### src/rtl/alu_pkg.sv
// Shared opcode map, flag bit positions, error codes and FSM encoding for the ALU issue controller.
package alu_pkg;

  typedef enum int unsigned {
    OP_ADD = 0, OP_SUB, OP_MUL, OP_DIV, OP_MOD, OP_AND, OP_OR, OP_XOR, OP_NOT,
    OP_CMP, OP_MOV, OP_RSR, OP_RSL, OP_LSR, OP_LSL, OP_TST, OP_INC, OP_DEC
  } alu_op_e;

  localparam int unsigned OP_COUNT = 18;

  typedef enum int {
    FLAG_V = 0, FLAG_C = 1, FLAG_N = 2, FLAG_Z = 3
  } flag_idx_e;

  typedef enum logic [1:0] {
    ERR_NONE    = 2'b00,
    ERR_ILLEGAL = 2'b01,
    ERR_DIV0    = 2'b10,
    ERR_TIMEOUT = 2'b11
  } err_code_e;

  typedef enum logic [1:0] {
    ST_IDLE  = 2'd0,
    ST_ISSUE = 2'd1,
    ST_WB    = 2'd2,
    ST_ERR   = 2'd3
  } state_e;

  function automatic logic op_legal(input int unsigned opc);
    return opc < OP_COUNT;
  endfunction

  function automatic logic op_divides(input int unsigned opc);
    return (opc == OP_DIV) || (opc == OP_MOD);
  endfunction

  // Compare/test only update the flag register and never write back.
  function automatic logic op_flags_only(input int unsigned opc);
    return (opc == OP_CMP) || (opc == OP_TST);
  endfunction

endpackage

### src/rtl/alu_issue_ctrl_if.sv
// Decode request, ALU request/response and writeback signals; master is the issue controller.
interface alu_issue_ctrl_if #(
  parameter int WIDTH = 16,
  parameter int OPW   = 6,
  parameter int REGW  = 3
);
  logic             req_valid;
  logic             req_ready;
  logic [OPW-1:0]   req_opcode;
  logic [WIDTH-1:0] req_op1;
  logic [WIDTH-1:0] req_op2;
  logic [REGW-1:0]  req_dst;

  logic             alu_enable;
  logic [OPW-1:0]   alu_opcode;
  logic [WIDTH-1:0] alu_term1;
  logic [WIDTH-1:0] alu_term2;
  logic [WIDTH-1:0] alu_result;
  logic [3:0]       alu_flags;
  logic             alu_done;

  logic             wb_valid;
  logic [REGW-1:0]  wb_dst;
  logic [WIDTH-1:0] wb_data;

  modport master (
    input  req_valid, req_opcode, req_op1, req_op2, req_dst,
    input  alu_result, alu_flags, alu_done,
    output req_ready, alu_enable, alu_opcode, alu_term1, alu_term2,
    output wb_valid, wb_dst, wb_data
  );

  modport slave (
    output req_valid, req_opcode, req_op1, req_op2, req_dst,
    output alu_result, alu_flags, alu_done,
    input  req_ready, alu_enable, alu_opcode, alu_term1, alu_term2,
    input  wb_valid, wb_dst, wb_data
  );
endinterface

### src/rtl/alu_timeout_cnt.sv
// Counts enabled cycles since the last clear; expire_o flags the TIMEOUT-th enabled cycle.
module alu_timeout_cnt #(
  parameter int TIMEOUT = 64
) (
  input  logic clk_i,
  input  logic rst_i,
  input  logic clr_i,
  input  logic en_i,
  output logic expire_o
);
  localparam int CW = $clog2(TIMEOUT + 1);

  logic [CW-1:0] cnt_q, cnt_d;

  always_comb begin
    cnt_d = cnt_q;
    if (clr_i)
      cnt_d = '0;
    else if (en_i)
      cnt_d = cnt_q + 1'b1;
  end

  always_ff @(posedge clk_i) begin
    if (rst_i)
      cnt_q <= '0;
    else
      cnt_q <= cnt_d;
  end

  assign expire_o = en_i && (cnt_q == CW'(TIMEOUT - 1));

endmodule

### src/rtl/alu_issue_ctrl.sv
// ALU initiator: accepts one op in IDLE, holds the ALU request until done or timeout,
// then writes back for one cycle (no wb backpressure); illegal/div-by-zero abort before issue.
module alu_issue_ctrl
  import alu_pkg::*;
#(
  parameter int WIDTH   = 16,
  parameter int OPW     = 6,
  parameter int REGW    = 3,
  parameter int TIMEOUT = 64
) (
  input  logic                 clk_i,
  input  logic                 rst_i,
  alu_issue_ctrl_if.master     bus,
  output logic [3:0]           flags_o,
  output logic                 busy_o,
  output logic                 err_o,
  output logic [1:0]           err_code_o
);

  state_e           state_q;
  logic [OPW-1:0]   opc_q;
  logic [WIDTH-1:0] term1_q;
  logic [WIDTH-1:0] term2_q;
  logic [REGW-1:0]  dst_q;
  logic             enable_q;
  logic             wb_valid_q;
  logic [WIDTH-1:0] wb_data_q;
  logic [3:0]       flags_q;
  logic             err_q;
  logic [1:0]       err_code_q;

  logic req_illegal;
  logic req_div0;
  logic expire;

  assign req_illegal = !op_legal(32'(bus.req_opcode));
  assign req_div0    = op_divides(32'(bus.req_opcode)) && (bus.req_op2 == '0);

  // Counter is held clear whenever idle, so every issue starts from zero.
  alu_timeout_cnt #(.TIMEOUT(TIMEOUT)) u_timeout (
    .clk_i    (clk_i),
    .rst_i    (rst_i),
    .clr_i    (state_q == ST_IDLE),
    .en_i     (state_q == ST_ISSUE),
    .expire_o (expire)
  );

  always_ff @(posedge clk_i) begin
    if (rst_i) begin
      state_q    <= ST_IDLE;
      opc_q      <= '0;
      term1_q    <= '0;
      term2_q    <= '0;
      dst_q      <= '0;
      enable_q   <= 1'b0;
      wb_valid_q <= 1'b0;
      wb_data_q  <= '0;
      flags_q    <= '0;
      err_q      <= 1'b0;
      err_code_q <= ERR_NONE;
    end else begin
      wb_valid_q <= 1'b0;
      err_q      <= 1'b0;
      unique case (state_q)
        ST_IDLE: begin
          if (bus.req_valid) begin
            opc_q   <= bus.req_opcode;
            term1_q <= bus.req_op1;
            term2_q <= bus.req_op2;
            dst_q   <= bus.req_dst;
            if (req_illegal) begin
              state_q    <= ST_ERR;
              err_q      <= 1'b1;
              err_code_q <= ERR_ILLEGAL;
            end else if (req_div0) begin
              state_q    <= ST_ERR;
              err_q      <= 1'b1;
              err_code_q <= ERR_DIV0;
            end else begin
              state_q  <= ST_ISSUE;
              enable_q <= 1'b1;
            end
          end
        end
        ST_ISSUE: begin
          // A done on the final allowed cycle still wins over the timeout.
          if (bus.alu_done) begin
            enable_q  <= 1'b0;
            flags_q   <= bus.alu_flags;
            wb_data_q <= bus.alu_result;
            if (op_flags_only(32'(opc_q))) begin
              state_q <= ST_IDLE;
            end else begin
              state_q    <= ST_WB;
              wb_valid_q <= 1'b1;
            end
          end else if (expire) begin
            enable_q   <= 1'b0;
            state_q    <= ST_ERR;
            err_q      <= 1'b1;
            err_code_q <= ERR_TIMEOUT;
          end
        end
        ST_WB:   state_q <= ST_IDLE;
        ST_ERR:  state_q <= ST_IDLE;
        default: state_q <= ST_IDLE;
      endcase
    end
  end

  assign bus.req_ready  = (state_q == ST_IDLE);
  assign bus.alu_enable = enable_q;
  assign bus.alu_opcode = opc_q;
  assign bus.alu_term1  = term1_q;
  assign bus.alu_term2  = term2_q;
  assign bus.wb_valid   = wb_valid_q;
  assign bus.wb_dst     = dst_q;
  assign bus.wb_data    = wb_data_q;
  assign flags_o        = flags_q;
  assign busy_o         = (state_q != ST_IDLE);
  assign err_o          = err_q;
  assign err_code_o     = err_code_q;

endmodule
### src/flat_wrapper.sv
// flat-port wrapper written by rule: the top's interface ports become plain ports
module alu_issue_ctrl_flat import alu_pkg::*;
#(
  parameter int WIDTH   = 16,
  parameter int OPW     = 6,
  parameter int REGW    = 3,
  parameter int TIMEOUT = 64
)
  (clk_i, rst_i, flags_o, busy_o, err_o, err_code_o, bus_req_valid, bus_req_opcode, bus_req_op1, bus_req_op2, bus_req_dst, bus_alu_result, bus_alu_flags, bus_alu_done, bus_req_ready, bus_alu_enable, bus_alu_opcode, bus_alu_term1, bus_alu_term2, bus_wb_valid, bus_wb_dst, bus_wb_data);
  alu_issue_ctrl_if #(.WIDTH(WIDTH), .OPW(OPW), .REGW(REGW)) bus_i ();
  input  logic clk_i;
  input  logic rst_i;
  output logic [3:0] flags_o;
  output logic busy_o;
  output logic err_o;
  output logic [1:0] err_code_o;
  input wire logic [$bits(bus_i.req_valid)-1:0] bus_req_valid;
  input wire logic [$bits(bus_i.req_opcode)-1:0] bus_req_opcode;
  input wire logic [$bits(bus_i.req_op1)-1:0] bus_req_op1;
  input wire logic [$bits(bus_i.req_op2)-1:0] bus_req_op2;
  input wire logic [$bits(bus_i.req_dst)-1:0] bus_req_dst;
  input wire logic [$bits(bus_i.alu_result)-1:0] bus_alu_result;
  input wire logic [$bits(bus_i.alu_flags)-1:0] bus_alu_flags;
  input wire logic [$bits(bus_i.alu_done)-1:0] bus_alu_done;
  output wire logic [$bits(bus_i.req_ready)-1:0] bus_req_ready;
  output wire logic [$bits(bus_i.alu_enable)-1:0] bus_alu_enable;
  output wire logic [$bits(bus_i.alu_opcode)-1:0] bus_alu_opcode;
  output wire logic [$bits(bus_i.alu_term1)-1:0] bus_alu_term1;
  output wire logic [$bits(bus_i.alu_term2)-1:0] bus_alu_term2;
  output wire logic [$bits(bus_i.wb_valid)-1:0] bus_wb_valid;
  output wire logic [$bits(bus_i.wb_dst)-1:0] bus_wb_dst;
  output wire logic [$bits(bus_i.wb_data)-1:0] bus_wb_data;
  assign bus_i.req_valid = bus_req_valid;
  assign bus_i.req_opcode = bus_req_opcode;
  assign bus_i.req_op1 = bus_req_op1;
  assign bus_i.req_op2 = bus_req_op2;
  assign bus_i.req_dst = bus_req_dst;
  assign bus_i.alu_result = bus_alu_result;
  assign bus_i.alu_flags = bus_alu_flags;
  assign bus_i.alu_done = bus_alu_done;
  assign bus_req_ready = bus_i.req_ready;
  assign bus_alu_enable = bus_i.alu_enable;
  assign bus_alu_opcode = bus_i.alu_opcode;
  assign bus_alu_term1 = bus_i.alu_term1;
  assign bus_alu_term2 = bus_i.alu_term2;
  assign bus_wb_valid = bus_i.wb_valid;
  assign bus_wb_dst = bus_i.wb_dst;
  assign bus_wb_data = bus_i.wb_data;
  alu_issue_ctrl #(.WIDTH(WIDTH), .OPW(OPW), .REGW(REGW), .TIMEOUT(TIMEOUT)) u_core (.clk_i(clk_i), .rst_i(rst_i), .bus(bus_i), .flags_o(flags_o), .busy_o(busy_o), .err_o(err_o), .err_code_o(err_code_o));
endmodule
### config.mk
export PLATFORM = sky130hd
export DESIGN_NAME = alu_issue_ctrl_flat
export DESIGN_NICKNAME = d
export VERILOG_FILES = /design/src/rtl/alu_pkg.sv /design/src/rtl/alu_issue_ctrl_if.sv /design/src/rtl/alu_timeout_cnt.sv /design/src/rtl/alu_issue_ctrl.sv /design/src/flat_wrapper.sv
export SDC_FILE = /design/constraint.sdc
export NUM_CORES = 1
export LEC_CHECK = 0
export ABC_CLOCK_PERIOD_IN_PS = 3600
export CAP_MARGIN = 20
export CORE_MARGIN = 3
export CORE_UTILIZATION = 30
export DETAILED_ROUTE_END_ITERATION = 8
export DONT_BUFFER_PORTS = 1
export GPL_TIMING_DRIVEN = 0
export SETUP_SLACK_MARGIN = 0.2
export SLEW_MARGIN = 10
export SYNTH_ARGS = -nofsm -noshare
export SYNTH_HDL_FRONTEND = slang
export SYNTH_HIERARCHICAL = 1
export SYNTH_SLANG_ARGS = --single-unit
### constraint.sdc
create_clock -name clk_i -period 3.6 [get_ports clk_i]
set_clock_uncertainty 0.05 [all_clocks]
set_input_delay 1.08 -clock clk_i [delete_from_list [all_inputs] [get_ports clk_i]]
set_output_delay 1.08 -clock clk_i [all_outputs]
set_load 0.05 [all_outputs]
==> results.toml <==
[setup_path]
crit_arrival_ns = 1.73
required_ns = 2.47
path_class = "reg -> out"
start_kind = "flop"
path_max_fanout = 6
end_kind = "primary output"

[sta]
min_period_ns = 2.863
setup_ws_ns = 0.7374
drv_slew = 0
finalHoldViolCount = 0
fmax_mhz = 349.3
rsz0062_at_grt = "no"
setup_viol = 0
fin_crit_sh_pct = 79.52
worstMarginPinSlew_ns = 0.7961
tns_ns = 0
relSlewSlack_pct = 46.87

[power_and_ir_drop]
leakagePower_nw = 1.144
p_per_area_nw_per_um2 = 614.6
vdd_drop_max_mv = 0.2033

[cts]
cts_setup_buffers = 0
cts.sinks = 75
numCtsBuffers = 9
root_buffer = "clkbuf_8"
cts_tree = "built"
htreeDepth = 3
cts.repair.resized = 0
clock_latency_ns = 0.34
cts_buffer_depth = 2
postCtsHoldBufs = 0
clkTransAtPathRegs_ns = 0.08

[drt]
via_per_inst = 4.922
initialDrtViolationCount = 32
route.detailed.drc = 0
wl_per_cell_um = 15.48
dr.pass1.iters = 4
drt-total-wl_um = 7308
vias = 2323
postRouteAntennaNets = 0

[floorplan]
die_h_um = 103.2
ioPinCount = 133
die_w_um = 103.2
num_rows = 34
start_util_pct = 31.71
core_region_area_um2 = 8934
dieArea_um2 = 10640

[grt]
overflow = 0
grt_usage_pct = 13.24
antenna_found_initial = 0
grt_max_degree = 13
grt_pass1_vias = 2206
grt_pass1_wl_um = 10790

[synth]
synth.most_common_cell = "nand2_1"
synth_edf_count = 0
synth-adder-area-share_pct = 0.4417
synth_top_family_by_area = "simple AND/OR/NAND/NOR gates"
yosysSeqAreaShare_pct = 53.00
synth_top_area_share_pct = 53.00
synth_nets = 414
async_reset_ff_share_pct = 0
synth.avg_cell_area_um2 = 8.140
ys_top_cells_by_area = "dfxtp_1, nand2_1, a21oi_1"
synthTopCellsByCount = "nand2_1, dfxtp_1, a21oi_1, clkbuf_1, nor2_1"
yosysTopAreaCell = "dfxtp_1"
synthCells = 348
ys_types = 39
syn-cell-area_um2 = 2833
synth_compound_area_share_pct = 15.77
synthFlopType = "dfxtp_1"
synth-simple-area-share_pct = 24.56
ys_seq_elements = 75
synthXorXnorAreaFrac_pct = 1.546
yosys_warnings = 6
synthMuxAreaShare_pct = 0.3534

[placement]
port_buffers = 0
dp_hpwl_um = 5470
pre_cts_ws_ns = 1.066
gp_congestion = 0.6646

[cells_and_area]
fillerInstances = 960
drive_gt1_share_pct = 8.791
nets = 425
n_antenna_cell = 0
area_delta_synth_final_pct = 12.81

[run_status]
status = "complete, no violations"

[hold_path]
hold_path_class = "reg -> reg"

[run]
drv_cap = 0
==> power breakdown <==
group	internal (mW)	total [mW]	switching (mW)	leakage [nW]
clock network	0.432	0.736	0.304	0.114
logic	0.0571	0.167	0.110	0.417
registers	0.875	1.06	0.185	0.612
total	1.36	1.96	0.599	1.14
==> cells by family after synthesis <==
logic type,count (synthesis)
AND/OR/NAND/NOR,161
XOR/XNOR,5
buffers and inverters,25
flip-flops,75
adder cells (fa/ha/maj),1
AO/OA/AOI/OAI,80
multiplexers,1
==> worst max-delay path, cell delays in order, from the launching register on <==
cell,delay [ns]
dfxtp_1,0.34
nor2_2,0.61
inv_1,0.44
==> layout by cell type, fill, tap and decap left out, drive strengths merged, types with 2 or more instances in the layout <==
master,Yosys,routed
inv,3,4
o211ai,4,4
nand4,3,3
o21a,3,3
nor3,4,4
nor2,8,8
bufinv,0,2
and2,2,2
nand2,129,129
nor3b,2,2
nor4,5,5
xor2,4,4
a21oi,66,66
o21ai,4,4
or3,2,2
buf,11,11
clkbuf,11,24
dfxtp,75,75
==> layer usage <==
layer | vias to the layer above | global-route usage, % | routed length, um
met2 | 98 | 20.82 | 3276
met4 | 0 | 5.378 | 82
met3 | 8 | 5.701 | 819
li1 | 1170 | - | -
met1 | 1047 | 15.93 | 3129
met5 | - | 0 | 0
==> cell type report <==
type | instances | area [um^2] | area share, %
flip-flops and latches | 75 | 1501 | 46.99
clock inverters | 3 | 68.82 | 2.153
inverters | 3 | 11.26 | 0.3524
well taps | 108 | 135.1 | 4.229
plain buffers | 22 | 111.4 | 3.485
clock buffers | 13 | 158.9 | 4.973
multi-input cells | 248 | 1209 | 37.82
==> through the flow <==
step | power (mW) | cell area, um^2 | cells | util (%) | hold WS, ns
2_1_floorplan | 1.204 | 2833 | 348 | - | 0.4084
3_3_place_gp | 1.245 | 2968 | 456 | 33.22 | 0.4232
3_5_place_dp | 1.251 | 2968 | 456 | 33.22 | 0.4435
4_1_cts | 1.992 | 3196 | 472 | 35.77 | 0.4532
5_1_grt | 2.060 | 3196 | 472 | 35.77 | 0.4790
6_report | 1.964 | 3196 | 472 | 35.77 | 0.4571
==> sequential cells by signal, summed over array words and instances, names as in the netlist <==
name and count:
u_core/u_timeout/cnt_q 7, u_core/err_code_o 2, u_core/bus.alu_term2 16, u_core/bus.alu_term1 16, u_core/bus.wb_dst 3, u_core/flags_o 4, u_core/bus.wb_data 16, u_core/bus.alu_enable 1
u_core/state_q 2, u_core/bus.alu_opcode 6, u_core/err_o 1, u_core/bus.wb_valid 1
==> worst paths after layout <==
kind	endpoint	startpoint	slack (ns)	depth (start not counted)
max	busy_o	u_core/state_q[0]	0.74	2
min reg2reg	u_core/u_timeout/cnt_q[5]	u_core/u_timeout/cnt_q[5]	0.46	2
min	u_core/u_timeout/cnt_q[5]	u_core/u_timeout/cnt_q[5]	0.46	2
max reg2reg	u_core/err_code_o[0]	u_core/state_q[0]	1.69	7
No activity file was read; power rests on OpenSTA's default activity.
